===== config.mk =====
export PLATFORM = sky130hd
export DESIGN_NAME = v3_filter_ctrl
export DESIGN_NICKNAME = d
export VERILOG_FILES = /design/src/rtl/v3_filter_ctrl.sv
export SDC_FILE = /design/constraint.sdc
export NUM_CORES = 1
export LEC_CHECK = 0
export BUFFER_PORTS_ARGS = -buffer_cell sky130_fd_sc_hd__buf_4
export CAP_MARGIN = 20
export CORE_UTILIZATION = 46
export DETAILED_ROUTE_END_ITERATION = 6
export PLACE_DENSITY = 0.68
export SETUP_SLACK_MARGIN = 0.05
export SLEW_MARGIN = 20
export SYNTH_ARGS = -nofsm -noshare
export SYNTH_HDL_FRONTEND = slang
export SYNTH_SLANG_ARGS = --single-unit

===== constraint.sdc =====
create_clock -name clk -period 5.2 [get_ports clk]
set_clock_uncertainty 0.1 [all_clocks]
set_input_delay 1.04 -clock clk [delete_from_list [all_inputs] [get_ports clk]]
set_output_delay 1.04 -clock clk [all_outputs]
set_load 0.02 [all_outputs]

===== src/rtl/v3_filter_ctrl.sv =====
// v3_filter_ctrl: sequencer and pulse event extractor for the v3 trapezoidal filter.
// The block flushes the filter, waits for its pipeline to fill, then measures each
// threshold crossing. For every pulse it reports peak, width and start time on a
// valid/ready port, applies a dead time, and counts pulses it had to discard.
module v3_filter_ctrl #(
  parameter int SIZE_ADC_DATA = 14,
  parameter int FLUSH_CYCLES  = 4,
  parameter int FILL_CYCLES   = 16,
  parameter int DEAD_CYCLES   = 8,
  parameter int THR_DEFAULT   = 100
) (
  input  logic                            clk,
  input  logic                            reset,
  input  logic                            enable,
  input  logic signed [SIZE_ADC_DATA-1:0] flt_data,
  output logic                            flt_reset_n,
  input  logic                            cfg_we,
  input  logic signed [SIZE_ADC_DATA-1:0] cfg_threshold,
  output logic                            evt_valid,
  input  logic                            evt_ready,
  output logic signed [SIZE_ADC_DATA-1:0] evt_amp,
  output logic [7:0]                      evt_width,
  output logic [15:0]                     evt_time,
  output logic [15:0]                     evt_lost,
  output logic                            busy
);

  typedef enum logic [2:0] {
    S_FLUSH,
    S_WARMUP,
    S_ARMED,
    S_PULSE,
    S_REPORT,
    S_DEAD
  } state_t;

  // One shared counter serves flush, fill and dead-time phases, so it is sized
  // for the longest of the three.
  localparam int CNT_MAX_FF = (FLUSH_CYCLES > FILL_CYCLES) ? FLUSH_CYCLES : FILL_CYCLES;
  localparam int CNT_MAX    = (CNT_MAX_FF > DEAD_CYCLES) ? CNT_MAX_FF : DEAD_CYCLES;
  localparam int CNT_W      = $clog2(CNT_MAX + 2);

  localparam logic [CNT_W-1:0] FLUSH_LAST = CNT_W'(FLUSH_CYCLES - 1);
  localparam logic [CNT_W-1:0] FILL_LAST  = CNT_W'(FILL_CYCLES - 1);
  localparam logic [CNT_W-1:0] DEAD_LAST  = CNT_W'(DEAD_CYCLES - 1);

  state_t                            state;
  logic [CNT_W-1:0]                  cnt;
  logic [15:0]                       timestamp;
  logic signed [SIZE_ADC_DATA-1:0]   threshold;
  logic                              above_d;
  logic signed [SIZE_ADC_DATA-1:0]   peak;
  logic [7:0]                        width;
  logic [15:0]                       pulse_time;

  logic above;
  logic rising;

  // Strict signed compare against the live threshold; only a fresh rising edge
  // may start a pulse, so a signal already high on arming never triggers.
  assign above  = flt_data > threshold;
  assign rising = above & ~above_d;

  // Whole controller: free-running timestamp, threshold register, sequencing FSM,
  // pulse measurement, event port and lost-pulse counter, all registered.
  always_ff @(posedge clk or posedge reset) begin
    if (reset) begin
      state       <= S_FLUSH;
      cnt         <= '0;
      timestamp   <= '0;
      threshold   <= SIZE_ADC_DATA'(THR_DEFAULT);
      above_d     <= 1'b0;
      peak        <= '0;
      width       <= '0;
      pulse_time  <= '0;
      flt_reset_n <= 1'b0;
      evt_valid   <= 1'b0;
      evt_amp     <= '0;
      evt_width   <= '0;
      evt_time    <= '0;
      evt_lost    <= '0;
      busy        <= 1'b1;
    end else begin
      timestamp <= timestamp + 16'd1;
      above_d   <= above;
      if (cfg_we) begin
        threshold <= cfg_threshold;
      end

      if (!enable) begin
        // Dropping enable abandons whatever is in flight without counting it lost.
        state       <= S_FLUSH;
        cnt         <= '0;
        flt_reset_n <= 1'b0;
        evt_valid   <= 1'b0;
        busy        <= 1'b1;
      end else begin
        if ((state == S_REPORT || state == S_DEAD) && rising && evt_lost != 16'hFFFF) begin
          evt_lost <= evt_lost + 16'd1;
        end

        case (state)
          S_FLUSH: begin
            flt_reset_n <= 1'b0;
            busy        <= 1'b1;
            if (cnt == FLUSH_LAST) begin
              state       <= S_WARMUP;
              cnt         <= '0;
              flt_reset_n <= 1'b1;
            end else begin
              cnt <= cnt + 1'b1;
            end
          end

          S_WARMUP: begin
            if (cnt == FILL_LAST) begin
              state <= S_ARMED;
              cnt   <= '0;
              busy  <= 1'b0;
            end else begin
              cnt <= cnt + 1'b1;
            end
          end

          S_ARMED: begin
            if (rising) begin
              state      <= S_PULSE;
              peak       <= flt_data;
              width      <= 8'd1;
              pulse_time <= timestamp;
              busy       <= 1'b1;
            end
          end

          S_PULSE: begin
            if (above) begin
              if (width != 8'hFF) begin
                width <= width + 8'd1;
              end
              if (flt_data > peak) begin
                peak <= flt_data;
              end
            end else begin
              state     <= S_REPORT;
              evt_amp   <= peak;
              evt_width <= width;
              evt_time  <= pulse_time;
              evt_valid <= 1'b1;
            end
          end

          S_REPORT: begin
            if (evt_valid && evt_ready) begin
              evt_valid <= 1'b0;
              state     <= S_DEAD;
              cnt       <= '0;
            end
          end

          S_DEAD: begin
            if (cnt == DEAD_LAST) begin
              state <= S_ARMED;
              cnt   <= '0;
              busy  <= 1'b0;
            end else begin
              cnt <= cnt + 1'b1;
            end
          end

          default: begin
            state       <= S_FLUSH;
            cnt         <= '0;
            flt_reset_n <= 1'b0;
            evt_valid   <= 1'b0;
            busy        <= 1'b1;
          end
        endcase
      end
    end
  end

endmodule


==> results of run 1 <==
## worst register-to-register path, delay by kind of cell, from the launching register on
family,cells,cell delay [ns]
buffers and inverters,1,0.05
AOI/OAI and AO/OA,2,0.68
adders and majority gates,1,0.27
muxes,1,0.57
and+or+nand+nor,2,0.89
DFF,1,0.52
## registers in the layout (all words and copies together) (netlist names)
name / cells
evt_lost: 16
pulse_time: 16
flt_reset_n: 1
timestamp: 16
width: 8
evt_time: 16
busy: 1
evt_amp: 14
evt_valid: 1
peak: 14
cnt: 5
threshold: 14
evt_width: 8
above_d: 1
state: 3
## power breakdown
part	switching (mW)	internal [mW]	total (mW)	leakage [nW]
sequential	0.0565	1.11	1.16	1.81
combinational	0.175	0.151	0.326	1.96
clock	0.426	0.653	1.08	0.257
## metal layers
metal,track usage (%),vias to the layer above
li1,-,2194
met3,5.52,15
met4,8.10,0
met1,25.7,2270
met5,0,-
met2,32.2,100
## cells by family after synthesis
| family | Yosys count |
|---|---|
| simple gates | 156 |
| flops | 134 |
| compound gates | 82 |
| mux | 74 |
| buf+inv | 62 |
| fa+ha+maj | 34 |
| xor+xnor | 29 |
## path summary, 6_finish.rpt
path	cells past startpoint	endpoint	start
setup / recovery	7	evt_time[0]	flt_data[13]
hold / removal	1	timestamp[15]	timestamp[15]
setup reg to reg	7	evt_time[0]	threshold[2]
hold reg to reg	1	timestamp[15]	timestamp[15]
max in group asynchronous	3	busy	reset
min in group asynchronous	2	evt_amp[11]	reset
## layout by cell type, fill, tap and decap left out, types with 3 or more instances in the layout
cell | netlist | routed
a21oi_1 | 14 | 14
o21ai_0 | 30 | 29
a31oi_1 | 4 | 4
dfrtp_1 | 130 | 130
o41ai_1 | 4 | 4
nand3_1 | 30 | 30
dfstp_2 | 4 | 4
nor4_1 | 6 | 6
xnor2_1 | 10 | 10
nand2b_1 | 5 | 5
clkinv_2 | 0 | 4
mux2_4 | 19 | 19
clkinvlp_4 | 0 | 4
nor2_1 | 19 | 19
ha_1 | 34 | 34
clkbuf_16 | 0 | 17
buf_4 | 1 | 92
mux2_2 | 53 | 53
and3_1 | 9 | 9
inv_1 | 41 | 40
and2_1 | 3 | 3
nand2_1 | 44 | 44
and4_1 | 3 | 3
nor3_1 | 12 | 12
xor2_1 | 19 | 19
o21a_1 | 4 | 4
nand4_1 | 5 | 5
clkbuf_8 | 0 | 4
a211oi_1 | 3 | 3
nor2b_1 | 8 | 8
## stage by stage
stage,cells,area [um^2],hold WS [ns]
after floorplan,571,6610,0.340
after global placement,822,7410,0.355
after detailed placement,822,7410,0.377
after CTS,853,7950,0.389
after global routing,853,7950,0.412
final,853,7950,0.383
## cell type report
type / count / area [um^2] / share of cell area [%]
Sequential cell: 134 / 3360 / 42.2
Multi-Input combinational cell: 375 / 2980 / 37.5
Timing Repair Buffer: 92 / 691 / 8.68
Clock inverter: 8 / 50.0 / 0.629
Tap cell: 180 / 225 / 2.83
Clock buffer: 23 / 488 / 6.14
Inverter: 41 / 156 / 1.97
==> metrics.txt, run 1 <==
Pre-antenna DRT Iters 4; largest net degree at the start of global routing 69; crit-path leading delay family simple AND/OR/NAND/NOR gates; Syn-to-layout area delta 20.4%; top sig layer met4; main combinational cell family by area after synthesis multiplexers; minimum clock period after layout 3.45 ns; mapped cell area 6610 um^2; ys async rst share 100%; CTS buffer count 17; Initial Util 47.4%; Hold Path Class flop to flop; largest cells by area after synthesis dfrtp_1 49%, mux2_2 9.0%, ha_1 6.4%; cells along the critical path buf_4, ha_1, nand4_2, o41ai_4, o21bai_4, nand4_4, mux2_2; sequential fraction of the synthesis area 50.8%; area share of and/or/nand/nor cells after synthesis 12.6%; Post-Route M1 WL 6180 um; Placer Congestion between 0.8 and 0.9; worst vdd ir roughly 0.00022 V; setup TNS 0 ns; Wirelength per Cell around 16 um; final worst-path setup slack 1.75 ns; Startpoint Class primary input; total grt overflow 0; status complete, no violations; Static Leak about 4.0 nW; PostCTS Resize Cnt 0; 1st-iter DRT viols 166; Place WS 1.18 ns; R2R Setup Slk approximately 2.0 ns; synthesized area per cell 11.6 um^2; nets 728; Synth top cells by count 130 x dfrtp_1, 53 x mux2_2, 44 x nand2_1, 41 x inv_1, 34 x ha_1; relative slew slack 28.5%; Max clock buf depth 2; Mapped Cells 571; Synth cell types 61; drc violations 0; largest area contributor in the netlist dfrtp_1; Data required, critical path between 5 and 6 ns; die area around 15,000 um^2; Final Setup Violations 0; Antenna Cells 0; DR vias/cell 5.37; met2 wire len 6570 um; mux cell area share after synthesis 13.7%; vias in the first global route ~4,700; share of cells above drive strength 1 31.1%; Critical Path End Type flop; Post-CTS Setup Inserts 0; row count 43; met3 WL 597 um; area of the core roughly 14,000 um^2; Syn Nets 638; Final Util between 50% and 60%; area share of the largest cell type after synthesis 49.2%; Total Power 2.57 mW; Reg clk slew, reported paths ~0.050 ns; Antenna Nets Post-Route 0; Die Ht 122 um; PwrDens 323 nW/um^2; Yosys warnings 0; max cap viols 0; Die X 122 um; clk sinks 134; final wirelength 13,500 um; post-DP HPWL 9580 um; gr usage total 20.1%; Crit path largest cell delay 0.70 ns; ys flop type dfrtp_1; CP max stage cell nand4_4; xor-xnor portion of the synthesized cell area 3.84%; max-slew violations 0; number of flops mapped to enable cells by yosys 0; initial antenna violation count 0; root buf cell clkbuf_16; FILL cells 1,171; H-tree Lvls 4; Post-CTS Hold Fix Bufs 0; most numerous cell in the Yosys netlist dfrtp_1; FMAX 289 MHz; slew at the pin closest to its max-slew limit ~1.1 ns; I/O pins 90; routed vias roughly 4,600; Synth Area in Compound Gates 8.67%; RSZ-0062 raised after global routing no; worst-skew pair later-pin latency between 0.4 and 0.5 ns; Post-Synth Adder-Cell Area 6.44%; crit path max fanout 39; Synth Register Bits 134; CP Data Arrival Time 3.65 ns; CTS tree built; fin crit share 66.4%; Setup CP Type primary input to flop; I/O Buffers 89; Crit path buffers/inverters 1; final hold violations 0; first-pass GRT wire length 22,900 um
Note: power is estimated with default switching activity, not from simulation.
==> run 2, diff against run 1 <==
Settings changed: PLACE_DENSITY 0.68 to 0.71.
Clock period 5.2 ns to 2.88 ns, I/O delays scaled along.
==> metrics.txt, run 2 (synthesized netlist as in run 1, its figures left out) <==
status complete, no violations; area of the core 13,900 um^2 (unchanged); met1 usage 25.7% (about the same); Crit path largest cell delay 0.52 ns (-0.18 ns); Antenna Cells 0 (unchanged); Final Setup Violations 0 (unchanged); Reg power frac 43.2% (-2.1 points); met3 usage 4.35% (-1.2 points); crit path max fanout 8 (-79%); worst r2r src peak[3]; Wirelength per Cell 15.5 um (-2.1%); Antenna Nets Post-Route 0 (unchanged); Crit path buffers/inverters 2 (+1); Critical Path End Type flop; setup TNS 0 ns (unchanged); Sw Share 24.9% (-0.69 points); vias in the first global route 4,647 (-0.98%); final worst-path setup slack 0.257 ns (-1.49 ns); share of cells above drive strength 1 32.6% (+1.6 points); 1st-iter DRT viols 224 (+35%); die area 14,800 um^2 (unchanged); Startpoint Class flop; root buf cell clkbuf_16; worst vdd ir 0.000345 V (+58%); post-route design area 8200 um^2 (+3.1%); max-slew violations 0 (unchanged); H-tree Lvls 4 (unchanged); max cap viols 0 (unchanged); cells along the critical path inv_1, ha_1, a21o_1, a211oi_1, a211oi_1, o41a_2, o211ai_4, buf_12, mux2_2; Die Ht 122 um (unchanged); Placer Congestion 0.822 (-0.27%); PostCTS Resize Cnt 0 (unchanged); non-filler cells, final 870 (+2.0%); CTS tree built; drc violations 0 (unchanged); final hold violations 0 (unchanged); total grt overflow 0 (unchanged); Pint 3.64 mW (+90%); commonest non-fill, non-tap cells in the layout 130 x dfrtp_1, 103 x buf_4, 53 x mux2_2; DR vias/cell 5.35 (-0.33%); post-DP HPWL 9430 um (-1.6%); Place WS -0.0322 ns (-1.22 ns); Setup CP Type flop to flop; Static Leak 4.17 nW (+3.2%); Placed Instance Area 7600 um^2 (+2.5%); nets 745 (+2.3%); CP Data Arrival Time 2.82 ns (-0.83 ns); I/O pins 90 (unchanged); Data required, critical path 3.08 ns (-2.31 ns); gr usage total 19.8% (-0.35 points); first-pass GRT wire length 22,700 um (-0.87%); fin crit share 91.1%; Clock power frac 43.6% (+1.6 points); Total Power 4.84 mW (+89%); Final Util 58.8% (+1.7 points); minimum clock period after layout 2.62 ns; final wirelength 13,500 um (-0.18%); CP max stage cell o41a_2; PwrDens 591 nW/um^2 (+83%); Hold Path Class primary input to asynchronous set/reset pin; Gate power share 13.2% (+0.5 points); CP Launch Point peak[3]; cell count after placement 837 (+1.8%); sw power 1.21 mW (+84%); Initial Util 47.4% (unchanged); largest net degree at the start of global routing 135 (+96%); Syn-to-layout area delta 24.0%; RSZ-0062 raised after global routing no; clk sinks 134 (unchanged); row count 43 (unchanged); Hold WS 0.228 ns (-0.155 ns); Reg clk slew, reported paths 0.06 ns (about the same); busiest grt layer met2; Max clock buf depth 2 (unchanged); relative slew slack 50.1% (+22 points); worst-skew pair later-pin latency 0.41 ns (about the same); Crit path top cell by count a211oi_1; routed vias 4,655 (+1.7%); FMAX 381 MHz; slew at the pin closest to its max-slew limit 0.749 ns (-0.319 ns); initial antenna violation count 0 (unchanged); met2 GRT Util 32.1% (-0.11 points); Die X 122 um (unchanged); CTS buffer count 17 (unchanged); Pre-antenna DRT Iters 4 (unchanged); most common cell after layout, fill and taps aside dfrtp_1; crit-path leading delay family compound AO/OA/AOI/OAI gates; I/O Buffers 89 (unchanged)
run 2: cell types whose count changed in the layout (fill, tap and decap cells not counted), sizes merged:
cell and change:
inv -1, clkinvlp -1, bufinv +2, buf +17
run 2: power by group through the flow:
stage | clock, mW | sequential, mW | combinational, mW
after CTS | 2.15 | 2.09 | 0.645
after global routing | 2.24 | 2.11 | 0.721
after floorplan | 0 | 2.09 | 0.449
final | 2.11 | 2.09 | 0.640
after detailed placement | 0 | 2.13 | 0.638
after global placement | 0 | 2.12 | 0.608
run 2: final cells by class:
class / count / area [um^2]
clock buffers: 23 / 478
clock inverters: 8 / 98.8
fillers: 1187 / 5740
inverters: 41 / 158
multi-input cells: 375 / 2980
flip-flops and latches: 134 / 3360
well taps: 180 / 225
repair buffers: 109 / 893
run 2: per-layer routing:
metal | routed length, um | part of all wire [%]
met4 | 233 | 1.7
met1 | 6070 | 45
met2 | 6620 | 49
met3 | 586 | 4.3
met5 | 0 | 0
run 2: repair_timing:
item,CTS,global route
hold buffers,0,0
endpoints found under the hold margin,0,0
setup buffers,0,2
setup endpoints to repair,0,16
run 2: path summary, 6_finish.rpt:
kind	end	slack, ns	cells after the start
setup / recovery	peak[10]	0.26	9
hold / removal	pulse_time[0]	0.23	3
setup reg to reg	peak[10]	0.26	9
hold reg to reg	timestamp[15]	0.39	1
max in group asynchronous	width[3]	1.86	3
min in group clk	threshold[7]	0.27	3
run 2: worst min-delay path, stage by stage:
cell and delay (ns):
buf_4 0.12, clkinvlp_4 0.07, buf_12 0.47
==> run 3, diff against run 2 <==
Settings changed: MAX_ROUTING_LAYER set to met4.
==> metrics.txt, run 3 (synthesized netlist as in run 1, its figures left out) <==
commonest non-fill, non-tap cells in the layout 130 x dfrtp_1, 103 x buf_4, 53 x mux2_2; I/O pins 90 (unchanged); Place WS -0.0322 ns (unchanged); setup TNS 0 ns (unchanged); clk sinks 134 (unchanged); relative slew slack 51.0% (+0.86 points); post-DP HPWL 9430 um (unchanged); worst vdd ir 0.000342 V (-1.0%); Initial Util 47.4% (unchanged); Post-CTS Hold Fix Bufs 0 (unchanged); die area 14,800 um^2 (unchanged); Static Leak 4.17 nW (unchanged); Crit path buffers/inverters 2 (unchanged); Crit path largest cell delay 0.52 ns (about the same); area of the core 13,900 um^2 (unchanged); max cap viols 0 (unchanged); gr usage total 20.4% (+0.64 points); total grt overflow 0 (unchanged); most common cell after layout, fill and taps aside dfrtp_1; Die X 122 um (unchanged); non-filler cells, final 870 (unchanged); Placer Congestion 0.834 (+1.5%); root buf cell clkbuf_16; vias in the first global route 4,638 (-0.19%); minimum clock period after layout 2.62 ns (-0.00213 ns); CP Data Arrival Time 2.81 ns (about the same); post-route design area 8200 um^2 (unchanged); Antenna Cells 0 (unchanged); CTS buffer count 17 (unchanged); Final Setup Violations 0 (unchanged); fin crit share 91.0% (about the same); 1st-iter DRT viols 181 (-19%); Critical Path End Type flop; first-pass GRT wire length 22,700 um (about the same); cell count after placement 837 (unchanged); Startpoint Class flop; PostCTS Resize Cnt 0 (unchanged); max-slew violations 0 (unchanged); Data required, critical path 3.07 ns (about the same); Hold Path Class primary input to asynchronous set/reset pin; Pre-antenna DRT Iters 4 (unchanged); PwrDens 590 nW/um^2 (about the same); Post-CTS Setup Inserts 0 (unchanged); final hold violations 0 (unchanged); row count 43 (unchanged); largest net degree at the start of global routing 135 (unchanged); FMAX 382 MHz (about the same); Total Power 4.84 mW (about the same); cells along the critical path inv_1, ha_1, a21o_1, a211oi_1, a211oi_1, o41a_2, o211ai_4, buf_12, mux2_2; status complete, no violations; Setup CP Type flop to flop; final worst-path setup slack 0.259 ns (+0.00213 ns); Reg clk slew, reported paths 0.05 ns (about the same); CP max stage cell o41a_2; DR vias/cell 5.36 (+0.17%); Antenna Nets Post-Route 0 (unchanged); worst-skew pair later-pin latency 0.41 ns (about the same); crit-path leading delay family compound AO/OA/AOI/OAI gates; H-tree Lvls 4 (unchanged); Wirelength per Cell 15.6 um (+0.15%); Crit path top cell by count a211oi_1; RSZ-0062 raised after global routing no; Placed Instance Area 7600 um^2 (unchanged); Max clock buf depth 2 (unchanged); I/O Buffers 89 (unchanged); slew at the pin closest to its max-slew limit 0.736 ns (-0.0129 ns); Die Ht 122 um (unchanged); routed vias 4,663 (+0.17%); CTS tree built; crit path max fanout 8 (unchanged); final wirelength 13,500 um (+0.15%); Syn-to-layout area delta 24.0% (unchanged); share of cells above drive strength 1 32.6% (unchanged); drc violations 0 (unchanged); FILL cells 1,187 (unchanged); initial antenna violation count 0 (unchanged); nets 745 (unchanged)
-- run 3: final timing paths --
| kind | start | end | slack, ns | cells after the start |
|---|---|---|---|---|
| worst max-delay path | peak[3] | peak[10] | 0.26 | 9 |
| worst min-delay path | reset | evt_time[3] | 0.26 | 3 |
| worst max register to register | peak[3] | peak[10] | 0.26 | 9 |
| worst min register to register | timestamp[8] | timestamp[8] | 0.39 | 1 |
| max in group asynchronous | reset | evt_width[2] | 1.86 | 3 |
| min in group clk | cfg_threshold[8] | threshold[8] | 0.27 | 3 |
-- run 3: where the power goes --
group	internal (mW)	total, mW	leakage, nW	switching (mW)
Clock	1.33	2.10	0.279	0.770
Combinational	0.304	0.641	2.07	0.337
Sequential	2.00	2.09	1.81	0.0953
-- run 3: cell type report --
type | count | area (um^2) | share of cell area [%]
Clock inverter | 8 | 98.8 | 1.21
Clock buffer | 23 | 478 | 5.83
Sequential cell | 134 | 3360 | 41.0
Timing Repair Buffer | 109 | 893 | 10.9
Inverter | 41 | 158 | 1.92
Tap cell | 180 | 225 | 2.75
Multi-Input combinational cell | 375 | 2980 | 36.4
-- run 3: per-stage QoR --
stage	util [%]	hold WS, ns
global placement	54.6	0.358
floorplan	-	0.340
global route	58.8	0.277
finish	58.8	0.263
detailed placement	54.6	0.380
CTS	58.7	0.260
-- run 3: worst register-to-register path, cell delays in order (launching register included) --
cell,delay [ns]
dfrtp_1,0.37
inv_1,0.05
ha_1,0.28
a21o_1,0.19
a211oi_1,0.26
a211oi_1,0.11
o41a_2,0.52
o211ai_4,0.12
buf_12,0.17
mux2_2,0.34
-- run 3: layer usage --
metal  GRT usage (%)  up-vias  share of wire (%)
met5               -        -                  0
met4            7.64        0                1.5
met3            4.26       17                3.8
met2            32.3      101                 49
met1            25.7     2316                 46
li1                -     2229                  -
